`src/rtl/truth_table_sequencer_pkg.sv`:
```
// Shared definitions for the truth-table sequencer.
//   seq_state_e : controller states (IDLE/APPLY/HOLD/SAMPLE/DONE, 3-bit encoding)
//   TtAnd/TtOr/TtXor : two-input truth tables; bit k = expected y for vector k
//   hold_width() : counter width able to hold HOLD_CYCLES-1
package truth_table_sequencer_pkg;

    typedef enum logic [2:0] {
        StIdle   = 3'd0,
        StApply  = 3'd1,
        StHold   = 3'd2,
        StSample = 3'd3,
        StDone   = 3'd4
    } seq_state_e;

    localparam logic [3:0] TtAnd = 4'b1000;
    localparam logic [3:0] TtOr  = 4'b1110;
    localparam logic [3:0] TtXor = 4'b0110;

    // The timer is loaded with hold_cycles-1, so it needs clog2(hold_cycles) bits (at least 1).
    function automatic int unsigned hold_width(input int unsigned hold_cycles);
        if (hold_cycles <= 2) begin
            return 1;
        end
        return $clog2(hold_cycles);
    endfunction

endpackage

```
`src/rtl/truth_table_sequencer_hold_timer.sv`:
```
// Loadable down-counter with a terminal-count flag.
//   clk, rst_n : clock, asynchronous active-low reset
//   load       : load LOAD into the counter (takes priority over en)
//   en         : decrement by one while the count is non-zero
//   tc         : count is zero
module truth_table_sequencer_hold_timer #(
    parameter int unsigned         WIDTH = 4,
    parameter logic [WIDTH-1:0]    LOAD  = '0
) (
    input  logic clk,
    input  logic rst_n,
    input  logic load,
    input  logic en,
    output logic tc
);

    localparam logic [WIDTH-1:0] One = WIDTH'(1);

    logic [WIDTH-1:0] count_d, count_q;

    always_comb begin
        count_d = count_q;
        if (load) begin
            count_d = LOAD;
        end else if (en && (count_q != '0)) begin
            count_d = count_q - One;
        end
    end

    always_ff @(posedge clk or negedge rst_n) begin
        if (!rst_n) begin
            count_q <= '0;
        end else begin
            count_q <= count_d;
        end
    end

    assign tc = (count_q == '0);

endmodule

```
`src/rtl/truth_table_sequencer.sv`:
```
// Stimulus controller that sweeps all 2**N_IN input vectors of a combinational gate,
// holds each for HOLD_CYCLES clocks, samples y and checks it against EXPECTED.
//   clk, rst_n : clock, asynchronous active-low reset
//   start      : 1-cycle pulse, accepted in IDLE or DONE
//   abort      : level, forces IDLE on the next edge (highest priority)
//   vec        : registered gate inputs
//   y          : gate output
//   busy       : sweep in progress
//   done       : sweep finished, results valid
//   pass       : done with no mismatches
//   err_count  : mismatching vectors in the current sweep
//   fail_map   : bit k set if vector k mismatched
module truth_table_sequencer
    import truth_table_sequencer_pkg::*;
#(
    parameter int unsigned            N_IN        = 2,
    parameter int unsigned            HOLD_CYCLES = 10,
    parameter logic [2**N_IN-1:0]     EXPECTED    = TtAnd
) (
    input  logic                  clk,
    input  logic                  rst_n,
    input  logic                  start,
    input  logic                  abort,
    output logic [N_IN-1:0]       vec,
    input  logic                  y,
    output logic                  busy,
    output logic                  done,
    output logic                  pass,
    output logic [N_IN:0]         err_count,
    output logic [2**N_IN-1:0]    fail_map
);

    localparam int unsigned           TimerW    = hold_width(HOLD_CYCLES);
    localparam logic [TimerW-1:0]     TimerLoad = TimerW'(HOLD_CYCLES - 1);
    localparam logic [N_IN-1:0]       IdxLast   = '1;
    localparam logic [N_IN-1:0]       IdxOne    = N_IN'(1);
    localparam logic [N_IN:0]         ErrOne    = (N_IN + 1)'(1);

    seq_state_e            state_d, state_q;
    logic [N_IN-1:0]       idx_d, idx_q;
    logic [N_IN-1:0]       vec_d, vec_q;
    logic [N_IN:0]         err_d, err_q;
    logic [2**N_IN-1:0]    fail_d, fail_q;
    logic                  timer_load, timer_en, timer_tc;

    truth_table_sequencer_hold_timer #(
        .WIDTH (TimerW),
        .LOAD  (TimerLoad)
    ) u_hold_timer (
        .clk   (clk),
        .rst_n (rst_n),
        .load  (timer_load),
        .en    (timer_en),
        .tc    (timer_tc)
    );

    always_comb begin
        state_d    = state_q;
        idx_d      = idx_q;
        vec_d      = vec_q;
        err_d      = err_q;
        fail_d     = fail_q;
        timer_load = 1'b0;
        timer_en   = 1'b0;

        if (abort) begin
            // Partial results are kept for inspection; only the gate inputs are parked.
            state_d = StIdle;
            vec_d   = '0;
        end else begin
            unique case (state_q)
                StIdle, StDone: begin
                    if (start) begin
                        state_d = StApply;
                        idx_d   = '0;
                        err_d   = '0;
                        fail_d  = '0;
                    end
                end
                StApply: begin
                    vec_d      = idx_q;
                    timer_load = 1'b1;
                    state_d    = StHold;
                end
                StHold: begin
                    timer_en = 1'b1;
                    if (timer_tc) begin
                        state_d = StSample;
                    end
                end
                StSample: begin
                    if (y != EXPECTED[idx_q]) begin
                        err_d         = err_q + ErrOne;
                        fail_d[idx_q] = 1'b1;
                    end
                    // idx stops at the last vector so it never wraps.
                    if (idx_q == IdxLast) begin
                        state_d = StDone;
                    end else begin
                        idx_d   = idx_q + IdxOne;
                        state_d = StApply;
                    end
                end
                default: begin
                    state_d = StIdle;
                end
            endcase
        end
    end

    always_ff @(posedge clk or negedge rst_n) begin
        if (!rst_n) begin
            state_q <= StIdle;
            idx_q   <= '0;
            vec_q   <= '0;
            err_q   <= '0;
            fail_q  <= '0;
        end else begin
            state_q <= state_d;
            idx_q   <= idx_d;
            vec_q   <= vec_d;
            err_q   <= err_d;
            fail_q  <= fail_d;
        end
    end

    assign vec       = vec_q;
    assign busy      = (state_q == StApply) || (state_q == StHold) || (state_q == StSample);
    assign done      = (state_q == StDone);
    assign pass      = done && (err_q == '0);
    assign err_count = err_q;
    assign fail_map  = fail_q;

endmodule

```
`config.mk`:
```
export PLATFORM = sky130hd
export DESIGN_NAME = truth_table_sequencer
export DESIGN_NICKNAME = d
export VERILOG_FILES = /design/src/rtl/truth_table_sequencer_pkg.sv /design/src/rtl/truth_table_sequencer_hold_timer.sv /design/src/rtl/truth_table_sequencer.sv
export SDC_FILE = /design/constraint.sdc
export NUM_CORES = 1
export LEC_CHECK = 0
export BUFFER_PORTS_ARGS = -buffer_cell sky130_fd_sc_hd__buf_4
export CORE_ASPECT_RATIO = 0.5
export CORE_UTILIZATION = 40
export DETAILED_ROUTE_END_ITERATION = 7
export PLACE_DENSITY = 0.64
export SLEW_MARGIN = 40
export SYNTH_ARGS = -nofsm -noshare
export SYNTH_HDL_FRONTEND = slang
export SYNTH_SLANG_ARGS = --single-unit
```
`constraint.sdc`:
```
create_clock -name clk -period 1.9 [get_ports clk]
set_input_delay 0.19 -clock clk [delete_from_list [all_inputs] [get_ports clk]]
set_output_delay 0.19 -clock clk [all_outputs]
set_load 0.01 [all_outputs]
```
==> Flow_metrics.wiki <==
{| class="wikitable"
! Metric !! Value
|-
| Status || finished clean
|-
| Post-synthesis cell type count || 39
|-
| Part of the cycle the worst path needs || 93.2%
|-
| Quantity of I/O buffers inserted on ports || 16
|-
| Clock Power Share || 23.0%
|-
| Synth async-reset ratio || 100%
|-
| Number of failing setup endpoints in the final timing report || 0
|-
| Design internal power || 0.906 mW
|-
| Initial antenna violation count || 0
|-
| Layout overhead on the synthesized area || 22.9%
|-
| Cell at the slowest stage of the critical path || or4b_1
|-
| Switching Share || 34.4%
|-
| Initial standard-cell utilization of the core || 44.8%
|-
| Class of the most critical setup path || register to register
|-
| DP Area || 0.00123 mm^2
|-
| Post-CTS setup buffers || 0
|-
| Die Area || 0.00286 mm^2
|-
| Depth of the worst register-to-register path || 3
|-
| Critical path's largest stage delay || 650 ps
|-
| Detailed Route WL || 2040 um
|-
| CP Data Required Time || 2090 ps
|-
| Clock insertion delay at the later pin of the skew report || 260 ps
|-
| Post-route antenna net violation count || 0
|-
| Measured slew at the worst slew-check pin || 529 ps
|-
| Most common cell after layout, fill and taps aside || buf_4
|-
| Deepest level of the CTS H-tree || 1
|-
| Setup slack, reg-to-reg || 130 ps
|-
| Power per unit of standard cell area || 1060 mW/mm^2
|-
| Pin count of the biggest net entering global routing || 19
|-
| Mean cell area of the mapped netlist || 9.78 um^2
|-
| Ordered cell list for the critical path || or4b_1 -> or4b_4 -> a21oi_2
|-
| Max Cap Violations || 0
|-
| Inserted Clock Buffers || 3
|-
| Diode count || 0
|-
| GPL Wtd Cong || 0.765
|-
| Vertical die dimension || 38.3 um
|-
| Standard cell core area || 0.00236 mm^2
|-
| Reg-to-reg critical path endpoint || u_hold_timer.count_q[2]$_DFFE_PN0P_
|-
| Layout cell share with drive strength beyond 1 || 25.0%
|-
| First-iteration detailed-routing DRC count || 28
|-
| Worst slew margin relative to its limit || 64.7%
|-
| Arrival time of the worst setup path || 1960 ps
|-
| Top cell family by delay on the critical path || simple AND/OR/NAND/NOR gates
|-
| Top fanout value on the critical path || 9
|-
| # DRC || 0
|-
| Area of all placed cells without fillers || 0.00130 mm^2
|-
| Worst hold path type || input port to register
|-
| Post-layout utilization of the core || 55.0%
|-
| Root buffer cell || clkbuf_8
|-
| Share of power burned in registers || 37.7%
|-
| Routed len/inst || 12.5 um
|-
| Area of the mapped netlist || 0.00106 mm^2
|-
| Number of synthesis warnings || 0
|-
| Max VDD drop || 465 uV
|-
| Final number of max-transition violations || 0
|-
| Global-route congestion overflow total || 0
|-
| Cells after Synth || 108
|-
| TritonCTS clock tree || done
|-
| Syn_nets || 120
|-
| Count of final hold-check violations || 0
|-
| Count of vias placed by the detailed router || 815
|-
| Launch instance of the worst register-to-register path || state_q[2]$_DFFE_PN0P_
|-
| Highest-count cells in the layout ignoring fill and taps || 21 x buf_4, 18 x dfrtp_1, 10 x inv_1
|-
| Type of element launching the critical path || register
|-
| Pre-antenna DRT Iters || 3
|-
| Maximum frequency from static timing analysis || 565 MHz
|-
| Total global routing track utilization || 17.1%
|-
| Type of element capturing the critical path || register
|-
| Ports || 17
|-
| Number of flops mapped to enable cells by yosys || 0
|-
| Via-to-Cell Ratio || 5.00
|-
| Number of sinks driven by the clock tree || 18
|-
| Sum of buffers and inverters on the critical path || 0
|-
| Clock slew seen by the registers of the worst setup and hold paths || 70 ps
|-
| Net Sw Power || 0.475 mW
|-
| CP endpoint || u_hold_timer.count_q[2]$_DFFE_PN0P_
|-
| FF+latch count, synth || 18
|-
| Post-route total power || 1.38 mW
|-
| Sequential share of the synthesized area || 42.7%
|-
| P_leak || 0.609 nW
|-
| Setup tns final || 0 ps
|-
| Number of buffers on the longest clock path || 2
|-
| Final-stage net count || 141
|-
| Die Wd || 74.7 um
|-
| Start point of the critical path || state_q[2]$_DFFE_PN0P_
|-
| Combinational share of power || 39.4%
|-
| Most instantiated flip-flop cell in the synthesis netlist || dfrtp_1
|-
| Final HPWL DP || 1500 um
|-
| Row Count || 12
|-
| RSZ-0062 raised after global routing || no
|-
| Clk_skew || 3.72 ps
|-
| Number of global-route vias before repair || 740
|-
| Shortest clock period the worst path allows after layout || 1770 ps
|-
| Wire length of the first global-routing pass || 3440 um
|-
| Number of cells on the critical path || 3
|}
-- sequential cells by signal (all words and copies together), names as in the netlist --
signal / cells
u_hold_timer.count_q: 4
state_q: 3
err_count: 3
vec: 2
fail_map: 4
idx_q: 2
-- final cells by class --
| cell class | count | area (um^2) |
|---|---|---|
| timing repair buffer | 22 | 168 |
| tap | 35 | 43.8 |
| sequential | 18 | 450 |
| multi-input combinational | 74 | 543 |
| inverter | 10 | 37.5 |
| fill | 240 | 1060 |
| clock buffer | 4 | 55.1 |
-- synth_stat cells (all sizes together) (3+ instances only) --
master  instances  area share [%]
inv            10             3.6
nand2           9             3.2
dfrtp          18              43
a21oi           3             1.8
o21ai           9             4.3
nand3           3             1.4
clkbuf          4             1.4
or4b            3             3.2
or3             4             2.4
ha              7             8.3
nor2            4             1.4
-- layer usage --
metal / share of wire, % / GRT usage [%]
met5: 0 / 0
met4: 0 / 4.25
met3: 3.6 / 6.32
met2: 41 / 24.5
met1: 55 / 24.1
-- worst min-delay path by stage --
| stage | to | slack, ps | start | cells after the start |
|---|---|---|---|---|
| 2_1_floorplan | err_count[0]$_DFFE_PN0P_ | -110 | rst_n | 0 |
| 3_3_place_gp | u_hold_timer.count_q[2]$_DFFE_PN0P_ | 80 | rst_n | 1 |
| 3_5_place_dp | u_hold_timer.count_q[2]$_DFFE_PN0P_ | 80 | rst_n | 1 |
| 4_1_cts | vec[0]$_DFFE_PN0P_ | 160 | abort | 2 |
| 5_1_grt | vec[0]$_DFFE_PN0P_ | 180 | abort | 2 |
| 6_report | vec[0]$_DFFE_PN0P_ | 170 | abort | 2 |
-- power groups by stage --
| stage | logic (mW) | clock network [mW] | registers (mW) |
|---|---|---|---|
| after floorplan | 0.350 | 0 | 0.535 |
| after global placement | 0.537 | 0 | 0.526 |
| after detailed placement | 0.539 | 0 | 0.528 |
| after CTS | 0.546 | 0.330 | 0.522 |
| after global routing | 0.614 | 0.351 | 0.534 |
| final | 0.544 | 0.317 | 0.521 |
-- logic make-up (layout without fill, tap and decap cells) --
kind of cell,Yosys count,in the layout,share of synthesized area [%]
AND/OR/NAND/NOR,40,40,24.6
AO/OA/AOI/OAI,22,22,13.6
flip-flops,18,18,42.7
buffers and inverters,16,36,5.92
adder cells (fa/ha/maj),7,7,8.29
multiplexers,4,4,4.03
XOR/XNOR,1,1,0.830
-- what timing repair did --
item / in CTS / in global routing
hold buffers: 1 / 0
endpoints found under the hold margin: 18 / 0
resized for setup: 0 / 0
-- stage by stage --
stage	instances	hold WS, ps	setup slack (ps)
after floorplan	108	-106	204
after global placement	158	75.1	163
after detailed placement	158	77.3	138
after CTS	163	164	126
after global routing	163	179	72.4
final	163	172	129
Power figures use the tool's default switching activity.
